--- config.mk ---
export PLATFORM = sky130hd
export DESIGN_NAME = br_resolve_flat
export DESIGN_NICKNAME = d
export VERILOG_FILES = /design/src/rtl/br_resolve_pkg.sv /design/src/rtl/br_resolve_if.sv /design/src/rtl/br_cond.sv /design/src/rtl/br_resolve.sv /design/src/flat_wrapper.sv
export SDC_FILE = /design/constraint.sdc
export NUM_CORES = 1
export LEC_CHECK = 0
export CAP_MARGIN = 10
export CORE_AREA = 2 2 126 104
export DETAILED_ROUTE_END_ITERATION = 7
export DIE_AREA = 0 0 128 106
export PLACE_DENSITY = 0.87
export SYNTH_ARGS = -nofsm -noshare
export SYNTH_HDL_FRONTEND = slang
export SYNTH_SLANG_ARGS = --single-unit
--- constraint.sdc ---
create_clock -name clk -period 2.8 [get_ports clk]
set_input_delay 0.42 -clock clk [delete_from_list [all_inputs] [get_ports clk]]
set_output_delay 0.42 -clock clk [all_outputs]
set_load 0.02 [all_outputs]
--- src/rtl/br_resolve_pkg.sv ---
// Shared encodings and helpers for the D-stage branch resolver.
package br_resolve_pkg;

  localparam int unsigned StallCntW = 8;

  // br_op encodings; 6 and 7 are invalid and resolve not-taken.
  localparam logic [2:0] OpBeq  = 3'd0;
  localparam logic [2:0] OpBne  = 3'd1;
  localparam logic [2:0] OpBlez = 3'd2;
  localparam logic [2:0] OpBgtz = 3'd3;
  localparam logic [2:0] OpBltz = 3'd4;
  localparam logic [2:0] OpBgez = 3'd5;

  typedef enum logic [1:0] {
    StIdle = 2'd0,
    StWait = 2'd1,
    StDone = 2'd2
  } state_e;

  function automatic logic op_needs_rs(input logic [2:0] op);
    return (op <= OpBgez);
  endfunction

  function automatic logic op_needs_rt(input logic [2:0] op);
    return (op == OpBeq) || (op == OpBne);
  endfunction

  // pc + 4 + (sext(imm) << 2), wrapping silently at 2^32.
  function automatic logic [31:0] br_target(input logic [31:0] pc, input logic [15:0] imm);
    return pc + 32'd4 + {{14{imm[15]}}, imm, 2'b00};
  endfunction

endpackage

--- src/rtl/br_resolve_if.sv ---
// Pipeline-side bundle between the D stage and the branch resolver.
interface br_resolve_if;
  import br_resolve_pkg::*;

  logic                 req_valid;
  logic [2:0]           br_op;
  logic [31:0]          rs_val;
  logic [31:0]          rt_val;
  logic                 rs_ready;
  logic                 rt_ready;
  logic [31:0]          pc_d;
  logic [15:0]          imm16;
  logic                 flush;
  logic                 stall;
  logic                 resolved;
  logic                 taken;
  logic [31:0]          target;
  logic [StallCntW-1:0] stall_cnt;

  modport master (
    output req_valid, br_op, rs_val, rt_val, rs_ready, rt_ready, pc_d, imm16, flush,
    input  stall, resolved, taken, target, stall_cnt
  );

  modport slave (
    input  req_valid, br_op, rs_val, rt_val, rs_ready, rt_ready, pc_d, imm16, flush,
    output stall, resolved, taken, target, stall_cnt
  );

endinterface

--- src/rtl/br_cond.sv ---
// Branch condition evaluation; purely combinational.
module br_cond
  import br_resolve_pkg::*;
(
  input  logic [2:0]  op_i,
  input  logic [31:0] rs_i,
  input  logic [31:0] rt_i,
  output logic        cond_o
);

  logic rs_neg;
  logic rs_zero;

  assign rs_neg  = rs_i[31];
  assign rs_zero = (rs_i == 32'd0);

  // Decode the comparison selected by op_i.
  always_comb begin
    cond_o = 1'b0;
    case (op_i)
      OpBeq:   cond_o = (rs_i == rt_i);
      OpBne:   cond_o = (rs_i != rt_i);
      OpBlez:  cond_o = rs_neg | rs_zero;
      OpBgtz:  cond_o = ~rs_neg & ~rs_zero;
      OpBltz:  cond_o = rs_neg;
      OpBgez:  cond_o = ~rs_neg;
      default: cond_o = 1'b0;
    endcase
  end

endmodule

--- src/rtl/br_resolve.sv ---
// D-stage branch resolver: waits for forwarded operands, then pulses the outcome.
module br_resolve
  import br_resolve_pkg::*;
(
  input  logic        clk,
  input  logic        reset,
  br_resolve_if.slave br_io
);

  state_e               state_q, state_d;
  logic [2:0]           op_q, op_d;
  logic [31:0]          pc_q, pc_d;
  logic [15:0]          imm_q, imm_d;
  logic                 taken_q, taken_d;
  logic [StallCntW-1:0] cnt_q, cnt_d;

  logic [2:0] op_sel;
  logic       ready;
  logic       cond;
  logic       accept;
  logic       stall;
  logic       resolved;

  // In WAIT the latched op governs; otherwise the incoming request does.
  assign op_sel = (state_q == StWait) ? op_q : br_io.br_op;
  assign ready  = (~op_needs_rs(op_sel) | br_io.rs_ready) &
                  (~op_needs_rt(op_sel) | br_io.rt_ready);
  assign accept = (state_q != StWait) & br_io.req_valid;

  br_cond u_cond (
    .op_i  (op_sel),
    .rs_i  (br_io.rs_val),
    .rt_i  (br_io.rt_val),
    .cond_o(cond)
  );

  // Stall is masked during reset so the front end is never frozen by a reset-time request.
  assign stall = ~reset & ((state_q == StWait) | (accept & ~ready));

  // Next-state, request latching and outcome capture; flush overrides everything.
  always_comb begin
    state_d = state_q;
    op_d    = op_q;
    pc_d    = pc_q;
    imm_d   = imm_q;
    taken_d = 1'b0;
    if (br_io.flush) begin
      state_d = StIdle;
    end else begin
      unique case (state_q)
        StIdle, StDone: begin
          if (br_io.req_valid) begin
            op_d  = br_io.br_op;
            pc_d  = br_io.pc_d;
            imm_d = br_io.imm16;
            if (ready) begin
              state_d = StDone;
              taken_d = cond;
            end else begin
              state_d = StWait;
            end
          end else begin
            state_d = StIdle;
          end
        end
        StWait: begin
          if (ready) begin
            state_d = StDone;
            taken_d = cond;
          end
        end
        default: state_d = StIdle;
      endcase
    end
  end

  // Saturating stall-cycle counter.
  always_comb begin
    cnt_d = cnt_q;
    if (stall && (cnt_q != {StallCntW{1'b1}})) begin
      cnt_d = cnt_q + StallCntW'(1);
    end
  end

  // State and latched fields, cleared asynchronously.
  always_ff @(posedge clk or posedge reset) begin
    if (reset) begin
      state_q <= StIdle;
      op_q    <= 3'd0;
      pc_q    <= 32'd0;
      imm_q   <= 16'd0;
      taken_q <= 1'b0;
      cnt_q   <= '0;
    end else begin
      state_q <= state_d;
      op_q    <= op_d;
      pc_q    <= pc_d;
      imm_q   <= imm_d;
      taken_q <= taken_d;
      cnt_q   <= cnt_d;
    end
  end

  // Outcome fields read zero outside the resolved pulse.
  assign resolved        = (state_q == StDone);
  assign br_io.resolved  = resolved;
  assign br_io.taken     = resolved & taken_q;
  assign br_io.target    = resolved ? br_target(pc_q, imm_q) : 32'd0;
  assign br_io.stall     = stall;
  assign br_io.stall_cnt = cnt_q;

endmodule

--- src/flat_wrapper.sv ---
// flat-port wrapper written by rule: the top's interface ports become plain ports
module br_resolve_flat import br_resolve_pkg::*;
  (clk, reset, br_io_req_valid, br_io_br_op, br_io_rs_val, br_io_rt_val, br_io_rs_ready, br_io_rt_ready, br_io_pc_d, br_io_imm16, br_io_flush, br_io_stall, br_io_resolved, br_io_taken, br_io_target, br_io_stall_cnt);
  br_resolve_if br_io_i ();
  input  logic clk;
  input  logic reset;
  input wire logic [$bits(br_io_i.req_valid)-1:0] br_io_req_valid;
  input wire logic [$bits(br_io_i.br_op)-1:0] br_io_br_op;
  input wire logic [$bits(br_io_i.rs_val)-1:0] br_io_rs_val;
  input wire logic [$bits(br_io_i.rt_val)-1:0] br_io_rt_val;
  input wire logic [$bits(br_io_i.rs_ready)-1:0] br_io_rs_ready;
  input wire logic [$bits(br_io_i.rt_ready)-1:0] br_io_rt_ready;
  input wire logic [$bits(br_io_i.pc_d)-1:0] br_io_pc_d;
  input wire logic [$bits(br_io_i.imm16)-1:0] br_io_imm16;
  input wire logic [$bits(br_io_i.flush)-1:0] br_io_flush;
  output wire logic [$bits(br_io_i.stall)-1:0] br_io_stall;
  output wire logic [$bits(br_io_i.resolved)-1:0] br_io_resolved;
  output wire logic [$bits(br_io_i.taken)-1:0] br_io_taken;
  output wire logic [$bits(br_io_i.target)-1:0] br_io_target;
  output wire logic [$bits(br_io_i.stall_cnt)-1:0] br_io_stall_cnt;
  assign br_io_i.req_valid = br_io_req_valid;
  assign br_io_i.br_op = br_io_br_op;
  assign br_io_i.rs_val = br_io_rs_val;
  assign br_io_i.rt_val = br_io_rt_val;
  assign br_io_i.rs_ready = br_io_rs_ready;
  assign br_io_i.rt_ready = br_io_rt_ready;
  assign br_io_i.pc_d = br_io_pc_d;
  assign br_io_i.imm16 = br_io_imm16;
  assign br_io_i.flush = br_io_flush;
  assign br_io_stall = br_io_i.stall;
  assign br_io_resolved = br_io_i.resolved;
  assign br_io_taken = br_io_i.taken;
  assign br_io_target = br_io_i.target;
  assign br_io_stall_cnt = br_io_i.stall_cnt;
  br_resolve u_core (.clk(clk), .reset(reset), .br_io(br_io_i));
endmodule
==> flow_results.xml <==
<?xml version="1.0" encoding="UTF-8"?>
<metrics>
  <group name="status">
    <metric name="status" unit="">complete, but fails checks</metric>
    <metric name="violations" unit="">setup timing</metric>
  </group>
  <group name="run">
    <metric name="max_cap_viol_count" unit="">0</metric>
  </group>
  <group name="timing">
    <metric name="worst_slew_pin_tran" unit="ns">0.788</metric>
    <metric name="timing_max_transition_violations_final" unit="">0</metric>
    <metric name="rsz0062_at_grt" unit="">true</metric>
    <metric name="post-route-period-util" unit="%">126</metric>
    <metric name="achievable-frequency" unit="MHz">284</metric>
    <metric name="worst_clock_skew" unit="ns">0.00447</metric>
    <metric name="finalSetupViolations" unit="">24</metric>
    <metric name="totalNegativeSetupSlack" unit="ns">-10.87</metric>
    <metric name="final-hold-violation-count" unit="">0</metric>
    <metric name="worst_slew_margin" unit="%">47.5</metric>
    <metric name="fin_hold_ws" unit="ns">0.514</metric>
    <metric name="finalWorstSetupSlack" unit="ns">-0.715</metric>
    <metric name="min_period" unit="ns">3.52</metric>
  </group>
  <group name="final_layout">
    <metric name="nNetsFinal" unit="">990</metric>
    <metric name="diode_count" unit="">0</metric>
    <metric name="postLayoutCoreUtil" unit="%">74.3</metric>
    <metric name="final_design_area_no_fill" unit="sq mm">0.00922</metric>
    <metric name="layout-area-overhead-vs-synth" unit="%">78.6</metric>
    <metric name="drive_gt1_share" unit="%">43.2</metric>
    <metric name="fin_cells" unit="">971</metric>
  </group>
  <group name="synthesis">
    <metric name="synth_cell_types" unit="">63</metric>
    <metric name="synth.net_count" unit="">714</metric>
    <metric name="synth.avg_cell_area" unit="sq um">9.67</metric>
    <metric name="synth-edff-count" unit="">0</metric>
    <metric name="synthCells" unit="">534</metric>
    <metric name="synthArstFlopShare" unit="%">100</metric>
    <metric name="synth_top_area_share" unit="%">30.1</metric>
    <metric name="yosysSeqAreaShare" unit="%">30.1</metric>
    <metric name="synth_area" unit="sq mm">0.00516</metric>
    <metric name="top_cells_by_area_synth" unit="">sky130_fd_sc_hd__dfrtp_1 30%, sky130_fd_sc_hd__ha_1 14%, sky130_fd_sc_hd__mux2_2 11%, sky130_fd_sc_hd__xor2_1 5.6%, sky130_fd_sc_hd__a21oi_1 3.0%</metric>
    <metric name="synth_seq_cells" unit="">62</metric>
    <metric name="synth_top_cell_by_area" unit="">sky130_fd_sc_hd__dfrtp_1</metric>
    <metric name="ys_dominant_reg_cell" unit="">sky130_fd_sc_hd__dfrtp_1</metric>
    <metric name="yosysWarnings" unit="">0</metric>
  </group>
  <group name="setup_path">
    <metric name="crit_path_max_incr_delay" unit="ns">0.43</metric>
    <metric name="setup.worst_path.end_class" unit="">primary output</metric>
    <metric name="timing.critical_path.slowest_stage_cell" unit="">sky130_fd_sc_hd__dfrtp_2</metric>
    <metric name="arrival" unit="ns">3.10</metric>
    <metric name="worst_ep_required_time" unit="ns">2.38</metric>
    <metric name="crit_path_max_delay_family" unit="">simple AND/OR/NAND/NOR gates</metric>
    <metric name="crit_chain" unit="">buf_6 -&gt; ha_4 -&gt; ha_4 -&gt; nand4_1 -&gt; or2_4 -&gt; a311o_1 -&gt; buf_4 -&gt; a211oi_4 -&gt; nor3_2 -&gt; nor3_2 -&gt; buf_4</metric>
    <metric name="critPathMaxFanout" unit="">5</metric>
    <metric name="cp_num_buf_inv" unit="">3</metric>
    <metric name="timing.rr.end" unit="">u_core.br_io.stall_cnt[1]</metric>
    <metric name="cp-start-kind" unit="">flop</metric>
    <metric name="criticalPathCategory" unit="">flop to primary output</metric>
    <metric name="setup.reg_to_reg.worst_slack" unit="ns">0.81</metric>
    <metric name="critical_path.reg2reg.startpoint" unit="">u_core.state_q[0]</metric>
    <metric name="r2r.worst_path.cells" unit="">7</metric>
  </group>
  <group name="global_route">
    <metric name="grt_first_pass_wirelength" unit="mm">28.8</metric>
    <metric name="grt_total_ovfl" unit="">0</metric>
    <metric name="antenna_found_initial" unit="">0</metric>
    <metric name="grt_max_degree" unit="">63</metric>
    <metric name="grt_util_all_layers" unit="%">27.0</metric>
    <metric name="first_global_vias" unit="">5665</metric>
  </group>
  <group name="cts">
    <metric name="clock-root-buffer" unit="">sky130_fd_sc_hd__clkbuf_16</metric>
    <metric name="cts.reportedPaths.clkPinSlew" unit="ns">0.06</metric>
    <metric name="tritoncts" unit="">built</metric>
    <metric name="insertion_delay" unit="ns">0.35</metric>
    <metric name="cts.sinks" unit="">62</metric>
    <metric name="cts-root-to-sink-buffers" unit="">2</metric>
    <metric name="cts_hold_buffers" unit="">0</metric>
    <metric name="cts-buffers-inserted" unit="">9</metric>
    <metric name="cts_htree_levels" unit="">3</metric>
  </group>
  <group name="power">
    <metric name="power-per-cell-area" unit="mW/mm^2">837</metric>
    <metric name="cellLeakagePower" unit="nW">3.77</metric>
    <metric name="power" unit="mW">7.72</metric>
    <metric name="vdd_drop_max" unit="uV">492</metric>
  </group>
  <group name="floorplan">
    <metric name="die_area" unit="sq mm">0.0136</metric>
    <metric name="initial_core_utilization" unit="%">41.6</metric>
    <metric name="die_y" unit="um">106</metric>
    <metric name="chipWidth" unit="um">128</metric>
    <metric name="io-pin-count" unit="">164</metric>
    <metric name="rows" unit="">37</metric>
    <metric name="core_area" unit="sq mm">0.0124</metric>
  </group>
  <group name="route">
    <metric name="postRouteAntennaNets" unit="">0</metric>
    <metric name="routedWlPerCell" unit="um">20.8</metric>
    <metric name="drt_iter0_drc" unit="">368</metric>
    <metric name="viasPerCell" unit="">5.70</metric>
    <metric name="wirelength" unit="mm">20.2</metric>
    <metric name="detail_route.first_pass.iterations" unit="">4</metric>
    <metric name="vias" unit="">5537</metric>
    <metric name="detail_route.drc_violations" unit="">0</metric>
  </group>
  <group name="hold_path">
    <metric name="holdPathEnd" unit="">u_core.br_io.stall_cnt[5]</metric>
    <metric name="hold-path-cell-count" unit="">1</metric>
    <metric name="source_of_the_worst_hold_timing_path" unit="">u_core.br_io.stall_cnt[5]</metric>
    <metric name="min-delay-path-class" unit="">flop to flop</metric>
  </group>
  <group name="placed_design">
    <metric name="place_inst" unit="">925</metric>
    <metric name="dpl-instance-area" unit="sq mm">0.00777</metric>
    <metric name="finalWeightedCongestion" unit="">0.975</metric>
    <metric name="port_buffers" unit="">163</metric>
    <metric name="post-dp-hpwl" unit="mm">13.6</metric>
    <metric name="worst_slack_at_placement" unit="ns">-0.754</metric>
  </group>
</metrics>
state kept, by name, indices dropped and copies added, names as in the netlist:
name                    cells
u_core.imm_q               16
u_core.state_q              2
u_core.op_q                 3
u_core.br_io.stall_cnt      8
u_core.taken_q              1
u_core.pc_q                32
cell type report:
cell class                      instances  area [sq um]
Sequential cell                        62          1550
Multi-Input combinational cell        443          4530
Timing Repair Buffer                  281          2550
Clock inverter                          7           121
Fill cell                             768          3190
Inverter                               13          48.8
Clock buffer                            9           225
Tap cell                              156           195
what timing repair did:
item                                    4_1_cts  5_1_grt
gates cloned                                  0        0
pin swaps                                    27       63
endpoints found under the setup margin       29       27
resized for setup                           230       81
buffers inserted                             13       21
cell families after synthesis:
group                      share of synthesized area (%)
muxes                                               12.4
buffers and inverters                               2.28
AOI/OAI and AO/OA                                   15.3
DFF                                                 30.1
adders and majority gates                           14.4
and+or+nand+nor                                     17.0
xor gates and xnor gates                            8.48
cells in the final DEF (no fill, tap or decap), types with 5 or more instances in the layout:
cell type                           n
sky130_fd_sc_hd__o21ai_1            5
sky130_fd_sc_hd__nand4_1           15
sky130_fd_sc_hd__clkbuf_16          9
sky130_fd_sc_hd__nor4_1            15
sky130_fd_sc_hd__a21o_1            11
sky130_fd_sc_hd__ha_4              33
sky130_fd_sc_hd__nor2b_1            5
sky130_fd_sc_hd__a21oi_4            5
sky130_fd_sc_hd__nor3_2            15
sky130_fd_sc_hd__nand2_1           20
sky130_fd_sc_hd__buf_6             22
sky130_fd_sc_hd__ha_1              23
sky130_fd_sc_hd__o21ai_0            8
sky130_fd_sc_hd__mux2_2            49
sky130_fd_sc_hd__nor2_1            27
sky130_fd_sc_hd__o21a_1            12
sky130_fd_sc_hd__dfrtp_1           61
sky130_fd_sc_hd__nand2_2            5
sky130_fd_sc_hd__a21oi_2           14
sky130_fd_sc_hd__buf_4            119
sky130_fd_sc_hd__nand3_1            6
sky130_fd_sc_hd__xnor2_1           14
sky130_fd_sc_hd__a21oi_1           13
sky130_fd_sc_hd__o21ai_2            6
sky130_fd_sc_hd__nor3_1            10
sky130_fd_sc_hd__nand2_4            6
sky130_fd_sc_hd__o211ai_1           6
sky130_fd_sc_hd__xor2_1            32
sky130_fd_sc_hd__inv_1              9
sky130_fd_sc_hd__and2_1             5
sky130_fd_sc_hd__clkdlybuf4s50_1  134
synthesized netlist by cell type (5+ instances only):
master / n
sky130_fd_sc_hd__a211oi_1: 5
sky130_fd_sc_hd__o21ai_1: 5
sky130_fd_sc_hd__nand4_1: 15
sky130_fd_sc_hd__ha_1: 58
sky130_fd_sc_hd__nor3_1: 25
sky130_fd_sc_hd__o21ai_0: 15
sky130_fd_sc_hd__and2_1: 6
sky130_fd_sc_hd__o211ai_1: 6
sky130_fd_sc_hd__nor2_1: 29
sky130_fd_sc_hd__buf_2: 7
sky130_fd_sc_hd__a21o_1: 11
sky130_fd_sc_hd__a21oi_1: 31
sky130_fd_sc_hd__nor3b_1: 6
sky130_fd_sc_hd__nor2b_1: 6
sky130_fd_sc_hd__xor2_1: 33
sky130_fd_sc_hd__buf_1: 6
sky130_fd_sc_hd__nor4_1: 17
sky130_fd_sc_hd__mux2_2: 49
sky130_fd_sc_hd__nand3_1: 11
sky130_fd_sc_hd__xnor2_1: 17
sky130_fd_sc_hd__nand2_1: 30
sky130_fd_sc_hd__o21a_1: 12
sky130_fd_sc_hd__inv_1: 13
sky130_fd_sc_hd__dfrtp_1: 62
per-layer routing:
metal  track usage, %  wire length, um  vias to the layer above
met5                0                0                        -
met4             6.44              519                        0
met3             6.34             1180                       52
met2             46.3            10000                      202
met1             34.4             8510                     2741
li1                 -                -                     2542
power by group:
part | switching, mW | internal (mW)
sequential | 0.159 | 1.07
combinational | 2.53 | 2.63
clock | 0.458 | 0.874
worst max-delay path by stage:
stage	startpoint	to	slack (ns)	cells after the start
after floorplan	u_core.imm_q[15]	br_io_target[29]	-0.11	9
after global placement	u_core.imm_q[0]	br_io_target[29]	-0.74	13
after detailed placement	u_core.imm_q[0]	br_io_target[29]	-0.75	13
after CTS	u_core.imm_q[15]	br_io_target[27]	-0.57	11
after global routing	u_core.pc_q[3]	br_io_target[27]	-0.78	12
final	u_core.imm_q[15]	br_io_target[27]	-0.72	11
Note: power is estimated with default switching activity, not from simulation.
